--- config.mk ---
export PLATFORM = sky130hd
export DESIGN_NAME = digit_serial_adder_flat
export DESIGN_NICKNAME = d
export VERILOG_FILES = /design/src/rtl/digit_serial_adder_pkg.sv /design/src/rtl/digit_serial_adder_if.sv /design/src/rtl/digit_serial_adder_digit_adder.sv /design/src/rtl/digit_serial_adder.sv /design/src/flat_wrapper.sv
export SDC_FILE = /design/constraint.sdc
export NUM_CORES = 1
export LEC_CHECK = 0
export CORE_MARGIN = 4
export CORE_UTILIZATION = 50
export DETAILED_ROUTE_END_ITERATION = 7
export DONT_BUFFER_PORTS = 1
export HOLD_SLACK_MARGIN = 0.12
export SKIP_LAST_GASP = 1
export SLEW_MARGIN = 20
export SYNTH_ARGS = -nofsm -noshare
export SYNTH_HDL_FRONTEND = slang
export SYNTH_HIERARCHICAL = 1
export SYNTH_SLANG_ARGS = --single-unit
export TNS_END_PERCENT = 10
--- constraint.sdc ---
create_clock -name clk -period 3.3 [get_ports clk]
set_input_delay 0.33 -clock clk [delete_from_list [all_inputs] [get_ports clk]]
set_output_delay 0.33 -clock clk [all_outputs]
set_load 0.1 [all_outputs]
--- src/rtl/digit_serial_adder_pkg.sv ---
// Shared definitions for the digit-serial adder: FSM state encoding and
// constant-width helpers used to size the digit counter.
package adder_pkg;

    typedef enum logic [1:0] {
        ST_IDLE = 2'd0,
        ST_RUN  = 2'd1,
        ST_DONE = 2'd2
    } state_e;

    function automatic int clog2(input int n);
        int r;
        r = 0;
        for (int i = 0; i < 31; i++) begin
            if ((32'sd1 <<< i) < n) begin
                r = i + 1;
            end
        end
        return r;
    endfunction

    // Counter is never narrower than one bit, even when a single digit covers the word.
    function automatic int cnt_width(input int ndig);
        return (clog2(ndig) < 1) ? 1 : clog2(ndig);
    endfunction

endpackage

--- src/rtl/digit_serial_adder_if.sv ---
// Operand/result handshake bundle for digit_serial_adder: valid/ready on the
// operand side and on the result side.
interface digit_serial_adder_if #(
    parameter int WIDTH = 16
);
    logic             in_valid;
    logic             in_ready;
    logic [WIDTH-1:0] a;
    logic [WIDTH-1:0] b;
    logic             carry_in;
    logic             sub;
    logic             out_valid;
    logic             out_ready;
    logic [WIDTH-1:0] sum;
    logic             carry_out;
    logic             overflow;

    modport master (
        output in_valid, a, b, carry_in, sub, out_ready,
        input  in_ready, out_valid, sum, carry_out, overflow
    );

    modport slave (
        input  in_valid, a, b, carry_in, sub, out_ready,
        output in_ready, out_valid, sum, carry_out, overflow
    );
endinterface

--- src/rtl/digit_serial_adder_digit_adder.sv ---
// Combinational DIGIT-bit ripple adder from full-adder cells; also exposes the
// carry into the top bit so the caller can derive signed overflow.
module digit_adder #(
    parameter int DIGIT = 4
) (
    input  logic [DIGIT-1:0] i_a,
    input  logic [DIGIT-1:0] i_b,
    input  logic             i_c,
    output logic [DIGIT-1:0] o_sum,
    output logic             o_carry,
    output logic             o_carry_msb
);
    logic [DIGIT:0] w_c;

    assign w_c[0] = i_c;

    for (genvar g = 0; g < DIGIT; g++) begin : g_fa
        assign o_sum[g]  = i_a[g] ^ i_b[g] ^ w_c[g];
        assign w_c[g+1]  = (i_a[g] & i_b[g]) | (i_b[g] & w_c[g]) | (w_c[g] & i_a[g]);
    end

    assign o_carry     = w_c[DIGIT];
    assign o_carry_msb = w_c[DIGIT-1];
endmodule

--- src/rtl/digit_serial_adder.sv ---
// Multi-cycle add/subtract unit: processes DIGIT bits per clock, LSB digit first,
// with valid/ready handshakes on operands and result.
module digit_serial_adder
    import adder_pkg::*;
#(
    parameter int WIDTH = 16,
    parameter int DIGIT = 4
) (
    input  logic                 clk,
    input  logic                 rst,
    digit_serial_adder_if.slave  bus
);
    localparam int NDIG = WIDTH / DIGIT;
    localparam int CW   = cnt_width(NDIG);

    if ((DIGIT < 1) || (DIGIT > WIDTH) || ((WIDTH % DIGIT) != 0)) begin : g_bad_params
        $error("digit_serial_adder: WIDTH must be a multiple of DIGIT and 1 <= DIGIT <= WIDTH");
    end

    state_e           r_state;
    logic [CW-1:0]    r_cnt;
    logic [WIDTH-1:0] r_a;
    logic [WIDTH-1:0] r_b;
    logic [WIDTH-1:0] r_sum;
    logic             r_carry;
    logic             r_sub;
    logic             r_carry_out;
    logic             r_overflow;
    logic             r_in_ready;
    logic             r_out_valid;

    logic [31:0]      w_base;
    logic [DIGIT-1:0] w_a_dig;
    logic [DIGIT-1:0] w_b_dig;
    logic [DIGIT-1:0] w_dig_sum;
    logic             w_dig_carry;
    logic             w_carry_msb;

    assign w_base  = 32'(r_cnt) * 32'(DIGIT);
    assign w_a_dig = r_a[w_base +: DIGIT];
    assign w_b_dig = r_b[w_base +: DIGIT];

    digit_adder #(.DIGIT(DIGIT)) u_digit_adder (
        .i_a         (w_a_dig),
        .i_b         (w_b_dig),
        .i_c         (r_carry),
        .o_sum       (w_dig_sum),
        .o_carry     (w_dig_carry),
        .o_carry_msb (w_carry_msb)
    );

    // Subtraction is a + ~b + 1, so b is inverted and the borrow folded into the carry at accept.
    always_ff @(posedge clk) begin
        if (rst) begin
            r_state     <= ST_IDLE;
            r_cnt       <= '0;
            r_a         <= '0;
            r_b         <= '0;
            r_sum       <= '0;
            r_carry     <= 1'b0;
            r_sub       <= 1'b0;
            r_carry_out <= 1'b0;
            r_overflow  <= 1'b0;
            r_in_ready  <= 1'b1;
            r_out_valid <= 1'b0;
        end else begin
            case (r_state)
                ST_IDLE: begin
                    if (bus.in_valid && r_in_ready) begin
                        r_a        <= bus.a;
                        r_b        <= bus.b ^ {WIDTH{bus.sub}};
                        r_carry    <= bus.carry_in ^ bus.sub;
                        r_sub      <= bus.sub;
                        r_cnt      <= '0;
                        r_in_ready <= 1'b0;
                        r_state    <= ST_RUN;
                    end
                end
                ST_RUN: begin
                    r_sum[w_base +: DIGIT] <= w_dig_sum;
                    r_carry                <= w_dig_carry;
                    if (r_cnt == CW'(NDIG - 1)) begin
                        r_carry_out <= w_dig_carry ^ r_sub;
                        r_overflow  <= w_carry_msb ^ w_dig_carry;
                        r_out_valid <= 1'b1;
                        r_state     <= ST_DONE;
                    end else begin
                        r_cnt <= r_cnt + CW'(1);
                    end
                end
                ST_DONE: begin
                    if (bus.out_ready) begin
                        r_out_valid <= 1'b0;
                        r_in_ready  <= 1'b1;
                        r_state     <= ST_IDLE;
                    end
                end
                default: begin
                    r_state     <= ST_IDLE;
                    r_in_ready  <= 1'b1;
                    r_out_valid <= 1'b0;
                end
            endcase
        end
    end

    assign bus.in_ready  = r_in_ready;
    assign bus.out_valid = r_out_valid;
    assign bus.sum       = r_sum;
    assign bus.carry_out = r_carry_out;
    assign bus.overflow  = r_overflow;
endmodule

--- src/flat_wrapper.sv ---
// flat-port wrapper written by rule: the top's interface ports become plain ports
module digit_serial_adder_flat import adder_pkg::*;
#(
    parameter int WIDTH = 16,
    parameter int DIGIT = 4
)
  (clk, rst, bus_in_valid, bus_a, bus_b, bus_carry_in, bus_sub, bus_out_ready, bus_in_ready, bus_out_valid, bus_sum, bus_carry_out, bus_overflow);
  digit_serial_adder_if #(.WIDTH(WIDTH)) bus_i ();
  input  logic clk;
  input  logic rst;
  input wire logic [$bits(bus_i.in_valid)-1:0] bus_in_valid;
  input wire logic [$bits(bus_i.a)-1:0] bus_a;
  input wire logic [$bits(bus_i.b)-1:0] bus_b;
  input wire logic [$bits(bus_i.carry_in)-1:0] bus_carry_in;
  input wire logic [$bits(bus_i.sub)-1:0] bus_sub;
  input wire logic [$bits(bus_i.out_ready)-1:0] bus_out_ready;
  output wire logic [$bits(bus_i.in_ready)-1:0] bus_in_ready;
  output wire logic [$bits(bus_i.out_valid)-1:0] bus_out_valid;
  output wire logic [$bits(bus_i.sum)-1:0] bus_sum;
  output wire logic [$bits(bus_i.carry_out)-1:0] bus_carry_out;
  output wire logic [$bits(bus_i.overflow)-1:0] bus_overflow;
  assign bus_i.in_valid = bus_in_valid;
  assign bus_i.a = bus_a;
  assign bus_i.b = bus_b;
  assign bus_i.carry_in = bus_carry_in;
  assign bus_i.sub = bus_sub;
  assign bus_i.out_ready = bus_out_ready;
  assign bus_in_ready = bus_i.in_ready;
  assign bus_out_valid = bus_i.out_valid;
  assign bus_sum = bus_i.sum;
  assign bus_carry_out = bus_i.carry_out;
  assign bus_overflow = bus_i.overflow;
  digit_serial_adder #(.WIDTH(WIDTH), .DIGIT(DIGIT)) u_core (.clk(clk), .rst(rst), .bus(bus_i));
endmodule
Word-level counts from Yosys, hierarchy flattened --
Index checks and enable logic that the tools add are counted.
Operators by class: add/subtract/negate cells 2, equal/unequal tests 7, shifts and indexed selects 4, mux-type cells 16, bitwise operators 34, reduce and logical (&&, ||, !) cells 10
Operator list (count):
- negation 4 -> 34 bit | 1
- variable shift 4 x 34 -> 16 bit, first input constant | 1
- indexed part select 4 x 34 -> 16 bit | 1
- indexed part select 16 x 5 -> 4 bit | 2
- bitwise mux 16 bit | 1
- XOR 16 bit | 1
- bitwise AND 1 bit | 12
- AND reduction 3 bit | 4
- XOR 1 bit | 11
- two-way mux 2 bit | 5
- bitwise OR 1 bit | 8
- case mux 1 bit (3 select lines) | 2
- case mux 2 bit (3 select lines) | 1
- AND reduction 2 bit | 3
- two-way mux 1 bit | 5
- == test 2 bit, second input constant | 2
- != test 2 x 1 -> 1 bit, second input constant | 2
- != test 2 bit, second input constant | 2
- case mux 2 bit (2 select lines) | 1
- adder 2 x 1 -> 2 bit, second input constant | 1
- == test 2 x 1 -> 1 bit, second input constant | 1
- zero test 2 bit | 1
- inverter 1 bit | 2
- case mux 1 bit (2 select lines) | 1
- other kinds (2) | 2
Storage, ports and cells: register bits after elaboration 58, word-level logic and storage cells 84

Logic depth before layout (Yosys ltp) --
Gate-level depths: netlist of run 1.
word-level depth 14, mapped depth 12, gate-level depth less buffers 11

By module --
The synthesis of run 1 kept the hierarchy.
By module, submodules not included:
- digit_serial_adder | instances 1, cells an instance 275, area an instance 2655.0 um^2, sequential area each 1161.1 um^2
- digit_adder | instances 1, cells an instance 14, area an instance 117.6 um^2, sequential area each 0.0 um^2

Worst setup path after synthesis of run 1 --
No wires, ideal clock.
kind flip-flop to flip-flop, from reg u_core.r_cnt[0], to reg u_core.r_sum[15], in the netlist u_core/bus.sum[15], library setup time 0.092 ns, arrival 2.973 ns, data required time 3.208 ns, setup slack 0.235 ns, cell stages (with the launch flop) 13, path buffers 1, clock period less this slack 3.065 ns, cells stage by stage dfxtp_1 buf_4 mux4_2 inv_1 fa_1 inv_1 fa_1 fa_1 inv_1 fa_1 inv_1 nand2_1 o32ai_1
On the way: longest elaborated chain between the ends 13
Ends and longest elaborated chain:
- from (decl) | line digit_serial_adder.sv:21 | logic [CW-1:0] r_cnt;
- from (signal assigned) | line digit_serial_adder.sv:88 | r_cnt <= r_cnt + CW'(1);
- indexed part select 16 x 5 -> 4 bit * | line digit_serial_adder.sv:40 | assign w_a_dig = r_a[w_base +: DIGIT];
- via u_core.w_a_dig[0] | line digit_serial_adder.sv:33 | logic [DIGIT-1:0] w_a_dig;
- bitwise AND 1 bit | line digit_serial_adder_digit_adder.sv:19 | assign w_c[g+1] = (i_a[g] & i_b[g]) | (i_b[g] & w_c[g]) | (w_c[g] & i_a[g]);
- bitwise OR 1 bit | line digit_serial_adder_digit_adder.sv:19
- bitwise OR 1 bit * | line digit_serial_adder_digit_adder.sv:19
- bitwise AND 1 bit | line digit_serial_adder_digit_adder.sv:19
- bitwise OR 1 bit | line digit_serial_adder_digit_adder.sv:19
- bitwise OR 1 bit * | line digit_serial_adder_digit_adder.sv:19
- bitwise AND 1 bit | line digit_serial_adder_digit_adder.sv:19
- bitwise OR 1 bit | line digit_serial_adder_digit_adder.sv:19
- bitwise OR 1 bit * | line digit_serial_adder_digit_adder.sv:19
- via u_core.w_carry_msb | line digit_serial_adder.sv:37 | logic w_carry_msb;
- XOR 1 bit * | line digit_serial_adder_digit_adder.sv:18 | assign o_sum[g] = i_a[g] ^ i_b[g] ^ w_c[g];
- via u_core.w_dig_sum[3] | line digit_serial_adder.sv:35 | logic [DIGIT-1:0] w_dig_sum;
- indexed part select 4 x 34 -> 16 bit * | line digit_serial_adder.sv:80 | r_sum[w_base +: DIGIT] <= w_dig_sum;
- bitwise mux 16 bit * | line digit_serial_adder.sv:80
- to (signal, indexed assignment) | line digit_serial_adder.sv:80
- to (decl) | line digit_serial_adder.sv:24 | logic [WIDTH-1:0] r_sum;
The timed path passes the listed nets; every way through them passes the cells marked *. A chain may end at the register's enable or synchronous reset.

Worst setup path after layout of run 1 --
Ends and elaborated chain as after synthesis.

==> results of run 1 <==
-- routing by layer --
metal  GRT usage (%)  vias to the layer above  share of wire (%)
met4            4.98                        0               0.89
met3            7.92                        4                5.4
met1            23.2                      939                 45
met2            28.6                       46                 49
met5               0                        -                  0
li1                -                      990                  -
-- sequential cells by signal, summed over array words and instances, names as in the netlist --
signal	count
u_core/bus.sum	16
u_core/r_a	16
u_core/r_b	16
u_core/r_cnt	2
u_core/r_state	2
u_core/bus.carry_out	1
u_core/bus.in_ready	1
u_core/bus.out_valid	1
u_core/bus.overflow	1
u_core/r_carry	1
u_core/r_sub	1
-- through the flow --
stage | hold WS, ns | setup slack (ns) | instances | power, mW | instance area (um^2)
2_1_floorplan | 0.433 | 0.235 | 289 | 1.00 | 2770
3_3_place_gp | 0.405 | 0.432 | 343 | 1.02 | 2770
3_5_place_dp | 0.405 | 0.372 | 343 | 1.03 | 2770
4_1_cts | 0.121 | 0.355 | 358 | 1.55 | 2950
5_1_grt | 0.120 | 0.159 | 360 | 1.62 | 2970
6_report | 0.142 | 0.364 | 360 | 1.53 | 2970
-- area by class of cell --
type / count / area share [%]
clock buffers: 12 / 4.55
clock inverters: 1 / 0.168
inverters: 25 / 3.16
multi-input cells: 184 / 46.7
flip-flops and latches: 58 / 39.1
well taps: 70 / 2.95
repair buffers: 10 / 3.45
-- report_power, final --
part | switching, mW | total [mW] | internal (mW) | leakage [nW]
registers | 0.0464 | 0.787 | 0.741 | 0.474
logic | 0.136 | 0.241 | 0.105 | 0.485
clock network | 0.239 | 0.498 | 0.259 | 0.0722
total | 0.421 | 1.53 | 1.10 | 1.03
-- worst max-delay path: cells and delay by family (launching register included) --
kind / cells / cell delay [ns]
adders and majority gates: 4 / 1.36
DFF: 1 / 0.42
buffers and inverters: 4 / 0.31
AOI/OAI and AO/OA: 1 / 0.13
muxes: 1 / 0.54
and+or+nand+nor: 1 / 0.09
-- synth_stat cells, drive strengths merged, types with 2 or more instances --
| master | count |
|---|---|
| a21oi | 21 |
| clkbuf | 5 |
| dfxtp | 58 |
| o32ai | 12 |
| buf | 17 |
| nor2 | 27 |
| and4bb | 2 |
| a32oi | 4 |
| o21ai | 2 |
| and3b | 4 |
| a211oi | 18 |
| inv | 25 |
| nand2 | 39 |
| nand4 | 3 |
| fa | 4 |
| nand3b | 2 |
| mux4 | 8 |
| xnor2 | 19 |
| ha | 6 |
-- worst min path at each step --
stage,from,endpoint,slack (ns)
after floorplan,u_core/r_a[10],u_core/r_a[10],0.43
after global placement,rst,u_core/r_b[15],0.40
after detailed placement,rst,u_core/r_b[15],0.41
after CTS,bus_a[14],u_core/r_a[14],0.12
after global routing,bus_a[13],u_core/r_a[13],0.12
final,bus_a[6],u_core/r_a[6],0.14
-- cell families (layout without fill, tap and decap cells) --
| group | Yosys count | after routing |
|---|---|---|
| compound gates | 59 | 59 |
| xor+xnor | 19 | 19 |
| fa+ha+maj | 10 | 10 |
| buf+inv | 47 | 48 |
| flops | 58 | 58 |
| mux | 9 | 9 |
| simple gates | 87 | 87 |
==> flow_metrics.py, run 1 <==
metrics = {
    "run_status": {
        "status": "finished clean",
    },
    "routing": {
        "dr.first_iter.drc_count": 101,
        "drc": 0,
        "routed_via_density": 5.50,
        "wl_mm": 5.62,
        "vias": 1979,
        "firstDrtPassIters": 4,
        "drtAntennaViolNets": 0,
        "wl_per_cell_um": 15.6,
    },
    "floorplanning": {
        "die_h_um": 82.5,
        "ios": 58,
        "start_util_pct": 52.9,
        "core_um2": 5240,
        "die-area_um2": 6800,
        "std_cell_rows": 26,
        "die_w_um": 82.5,
    },
    "placed_design": {
        "gp_congestion": 0.725,
        "dp_hpwl_mm": 3.93,
        "numPortBuffers": 0,
    },
    "worst_setup_path": {
        "worstPathMaxFanout": 4,
        "worstSetupStartpoint": "u_core/r_cnt[0]",
        "r2r_slack_ns": 0.36,
        "critPathArrivalTime_ns": 3.17,
        "cp-endpoint": "u_core/bus.sum[15]",
        "crit_slowest_cell": "mux4_2",
        "r2r_end": "u_core/bus.sum[15]",
        "startpoint_type": "flip-flop",
        "max_stage_delay_ns": 0.54,
        "crit_chain": "mux4_2 -> inv_1 -> fa_1 -> inv_1 -> fa_1 -> fa_1 -> inv_1 -> fa_1 -> inv_1 -> nand2_1 -> o32ai_1",
        "reg2reg_from": "u_core/r_cnt[0]",
        "r2r_cells": 11,
        "end_kind": "flip-flop",
        "critical_path_class": "reg2reg",
        "required_ns": 3.53,
    },
    "cts": {
        "cts_tree": "yes",
        "insertion_delay_ns": 0.32,
        "cts_htree_levels": 3,
        "clk_pin_slew_worst_paths_ns": 0.06,
        "cts-root-buf": "clkbuf_8",
        "hold_buffers": 2,
        "cts.sinks": 58,
        "cts_resized": 0,
        "cts_setup_buffers": 0,
        "clk_path_buf_depth": 2,
        "cts_made_buffers": 9,
    },
    "global_route": {
        "grt_overflow": 0,
        "grt_pass1_vias": 1889,
        "antenna_found_initial": 0,
        "grt_pass1_wl_mm": 9.24,
        "grt_usage_pct": 18.4,
        "grt_max_degree": 57,
    },
    "yosys": {
        "synth_xor_xnor_area_share_pct": 6.00,
        "synth_flop_cell": "dfxtp_1",
        "ys_warn_count": 6,
        "synth_mux_area_share_pct": 6.90,
        "synth_cell_types": 37,
        "synth-compound-area-share_pct": 16.5,
        "ys_seq_elements": 58,
        "syn_inst": 289,
        "synth_area_leader_cell": "dfxtp_1",
        "synth_top_family_by_area": "compound AO/OA/AOI/OAI gates",
        "ys_top_cells_by_area": "dfxtp_1 (42%), mux4_2 (6.5%), xnor2_1 (6.0%)",
        "yosys.area_share.simple_pct": 15.0,
        "synth_enable_flop_cells": 0,
        "syn_area_um2": 2770,
        "syn-mean-instance-area_um2": 9.59,
        "async_flop_share_pct": 0,
        "yosysTopAreaCellShare_pct": 41.9,
        "syn_nets": 337,
        "synth_fa_ha_area_share_pct": 5.60,
        "ys_seq_area_share_pct": 41.9,
    },
    "cells_and_area": {
        "multiInputGateArea_um2": 1390,
        "fillers": 492,
        "regArea_um2": 1160,
        "postLayoutCoreUtil_pct": 56.7,
        "final_cell_mix": "dfxtp_1 (58), nand2_1 (39), nor2_1 (27)",
        "final_common_cell": "dfxtp_1",
        "diodes": 0,
        "drive_gt1_share_pct": 13.4,
        "area_growth_syn_to_layout_pct": 7.18,
        "final_nets": 336,
    },
    "timing": {
        "fmax_ghz": 0.341,
        "finalCriticalPeriod_ns": 2.94,
        "hold_viol": 0,
        "finalCritPeriodShare_pct": 89.0,
        "rsz0062_at_grt": "no",
        "relSlewSlack_pct": 33.3,
        "slew_violations": 0,
        "worst_pin_slew_ns": 0.999,
        "skew_ns": 0.00653,
        "setup_violations": 0,
        "finalSetupTns_ns": 0,
    },
    "power_and_ir_drop": {
        "powerDensity_nw_per_um2": 514,
        "peakVddDrop_mv": 0.429,
        "power_leakage_nw": 1.03,
    },
    "hold_path": {
        "hp-class": "in2reg",
        "whs_path_depth": 2,
    },
    "job": {
        "maxCapViolCount": 0,
    },
}
(Power assumes the default switching activity.)
==> inputs of run 2 (changes only) <==
CORE_UTILIZATION = 47   (was 50)
==> run 2 against run 1 <==
  * Clock skew about the same
  * Utilization decreased by 2.4 points
  * Sequential power about the same
  * Clock power increased by 28%
  * Power increased by 9.1%
  * Worst setup slack got worse by 0.11 ns
  * Maximum frequency decreased by 3.5%
  * Via count increased by 0.71%
  * Combinational power about the same
  * Hold slack got worse by 0.0029 ns
  * Wire length increased by 5.3%
==> flow_metrics.py, run 2 (synthesized netlist as in run 1, its figures left out) <==
metrics = {
    "floorplanning": {
        "core_um2": 5610,
        "start_util_pct": 49.4,
        "die_w_um": 84.8,
        "std_cell_rows": 27,
        "die_h_um": 84.8,
        "ios": 58,
        "die-area_um2": 7190,
    },
    "routing": {
        "firstDrtPassIters": 4,
        "drc": 0,
        "vias": 1993,
        "dr.first_iter.drc_count": 113,
        "wl_mm": 5.91,
        "routed_via_density": 5.46,
        "drtAntennaViolNets": 0,
        "wl_per_cell_um": 16.2,
    },
    "timing": {
        "setup_violations": 0,
        "skew_ns": 0.00680,
        "fmax_ghz": 0.328,
        "rsz0062_at_grt": "no",
        "finalCriticalPeriod_ns": 3.04,
        "fin_hold_ws_ns": 0.139,
        "finalSetupTns_ns": 0,
        "finalCritPeriodShare_pct": 92.3,
        "worst_slack_ns": 0.256,
        "worst_pin_slew_ns": 1.01,
        "hold_viol": 0,
        "slew_violations": 0,
        "relSlewSlack_pct": 32.5,
    },
    "cts": {
        "clk_path_buf_depth": 2,
        "cts-root-buf": "clkbuf_8",
        "cts_resized": 0,
        "cts_made_buffers": 9,
        "cts_htree_levels": 3,
        "cts.sinks": 58,
        "insertion_delay_ns": 0.33,
        "clk_pin_slew_worst_paths_ns": 0.06,
        "cts_tree": "yes",
    },
    "cells_and_area": {
        "final_nets": 338,
        "final_common_cell": "dfxtp_1",
        "area_growth_syn_to_layout_pct": 9.93,
        "final_cell_mix": "dfxtp_1 (58), nand2_1 (39), nor2_1 (27)",
        "stdcell_area_um2": 3050,
        "drive_gt1_share_pct": 14.3,
        "fillers": 551,
        "final_cell_count_no_fill": 365,
        "postLayoutCoreUtil_pct": 54.4,
        "diodes": 0,
    },
    "global_route": {
        "grt_usage_pct": 17.0,
        "met2_usage_pct": 26.7,
        "antenna_found_initial": 0,
        "grt_max_degree": 55,
        "grtUsageMet1_pct": 21.6,
        "grt_most_used_layer": "met2",
        "gr-usage-met3_pct": 6.38,
        "grt_overflow": 0,
        "grt_pass1_wl_mm": 9.54,
        "grt_pass1_vias": 1900,
    },
    "placed_design": {
        "place_inst": 344,
        "dp_hpwl_mm": 4.04,
        "dpl_cell_area_um2": 2770,
        "gp_congestion": 0.788,
        "numPortBuffers": 0,
        "dp_slack_ns": 0.240,
    },
    "power_and_ir_drop": {
        "finalPower_mw": 1.66,
        "peakVddDrop_mv": 0.365,
        "powerDensity_nw_per_um2": 546,
        "power_leakage_nw": 1.07,
    },
    "run_status": {
        "status": "finished clean",
    },
    "worst_setup_path": {
        "critPathArrivalTime_ns": 3.28,
        "required_ns": 3.54,
        "r2r_slack_ns": 0.26,
        "startpoint_type": "flip-flop",
        "end_kind": "flip-flop",
        "worstPathMaxFanout": 6,
        "critical_path_class": "reg2reg",
    },
    "hold_path": {
        "hp-class": "in2reg",
    },
    "job": {
        "maxCapViolCount": 0,
    },
}
==> run 2: changes by cell type in the layout (fill, tap and decap cells not counted) <==
| cell | before | now |
|---|---|---|
| clkbuf_8 | 9 | 11 |
| clkinv_2 | 1 | 2 |
| buf_4 | 6 | 5 |
| bufinv_16 | 0 | 1 |
| clkbuf_1 | 3 | 0 |
| dlygate4sd3_1 | 3 | 6 |
==> run 2: final cells by class <==
cell class	instances	area, um^2	share of cell area [%]
Inverter	25	93.8	3.08
Sequential cell	58	1160	38.1
Timing Repair Buffer	12	125	4.11
Clock inverter	3	40.0	1.31
Multi-Input combinational cell	184	1390	45.5
Tap cell	72	90.1	2.96
Clock buffer	11	151	4.97
==> run 2: metal layers <==
metal | vias to the layer above | part of all wire [%]
met5 | - | 0
met4 | 0 | 0.83
met3 | 6 | 4.5
met2 | 45 | 48
met1 | 947 | 46
li1 | 995 | -
==> run 2: final timing paths <==
path	start	end	cells after the start
setup reg to reg	u_core/r_cnt[0]	u_core/bus.sum[15]	11
hold reg to reg	u_core/r_a[4]	u_core/r_a[4]	2
hold / removal	bus_a[11]	u_core/r_a[11]	2
setup / recovery	u_core/r_cnt[0]	u_core/bus.sum[15]	11
==> run 2: critical path, stage by stage, from the launching register on <==
cell and delay, ns:
dfxtp_1 0.50, mux4_2 0.55, inv_1 0.09, fa_1 0.17, inv_1 0.05, fa_1 0.38, fa_1 0.43, inv_1 0.09
fa_1 0.40, inv_1 0.08, nand2_1 0.10, o32ai_1 0.13
==> run 2: where the power goes <==
part | internal (mW) | switching, mW
registers | 0.741 | 0.0490
logic | 0.104 | 0.135
clock network | 0.378 | 0.256
total | 1.22 | 0.441
==> run 2: what timing repair did <==
item	CTS	global route
endpoints found under the hold margin	54	1
hold buffers	6	1
buffers inserted	0	0
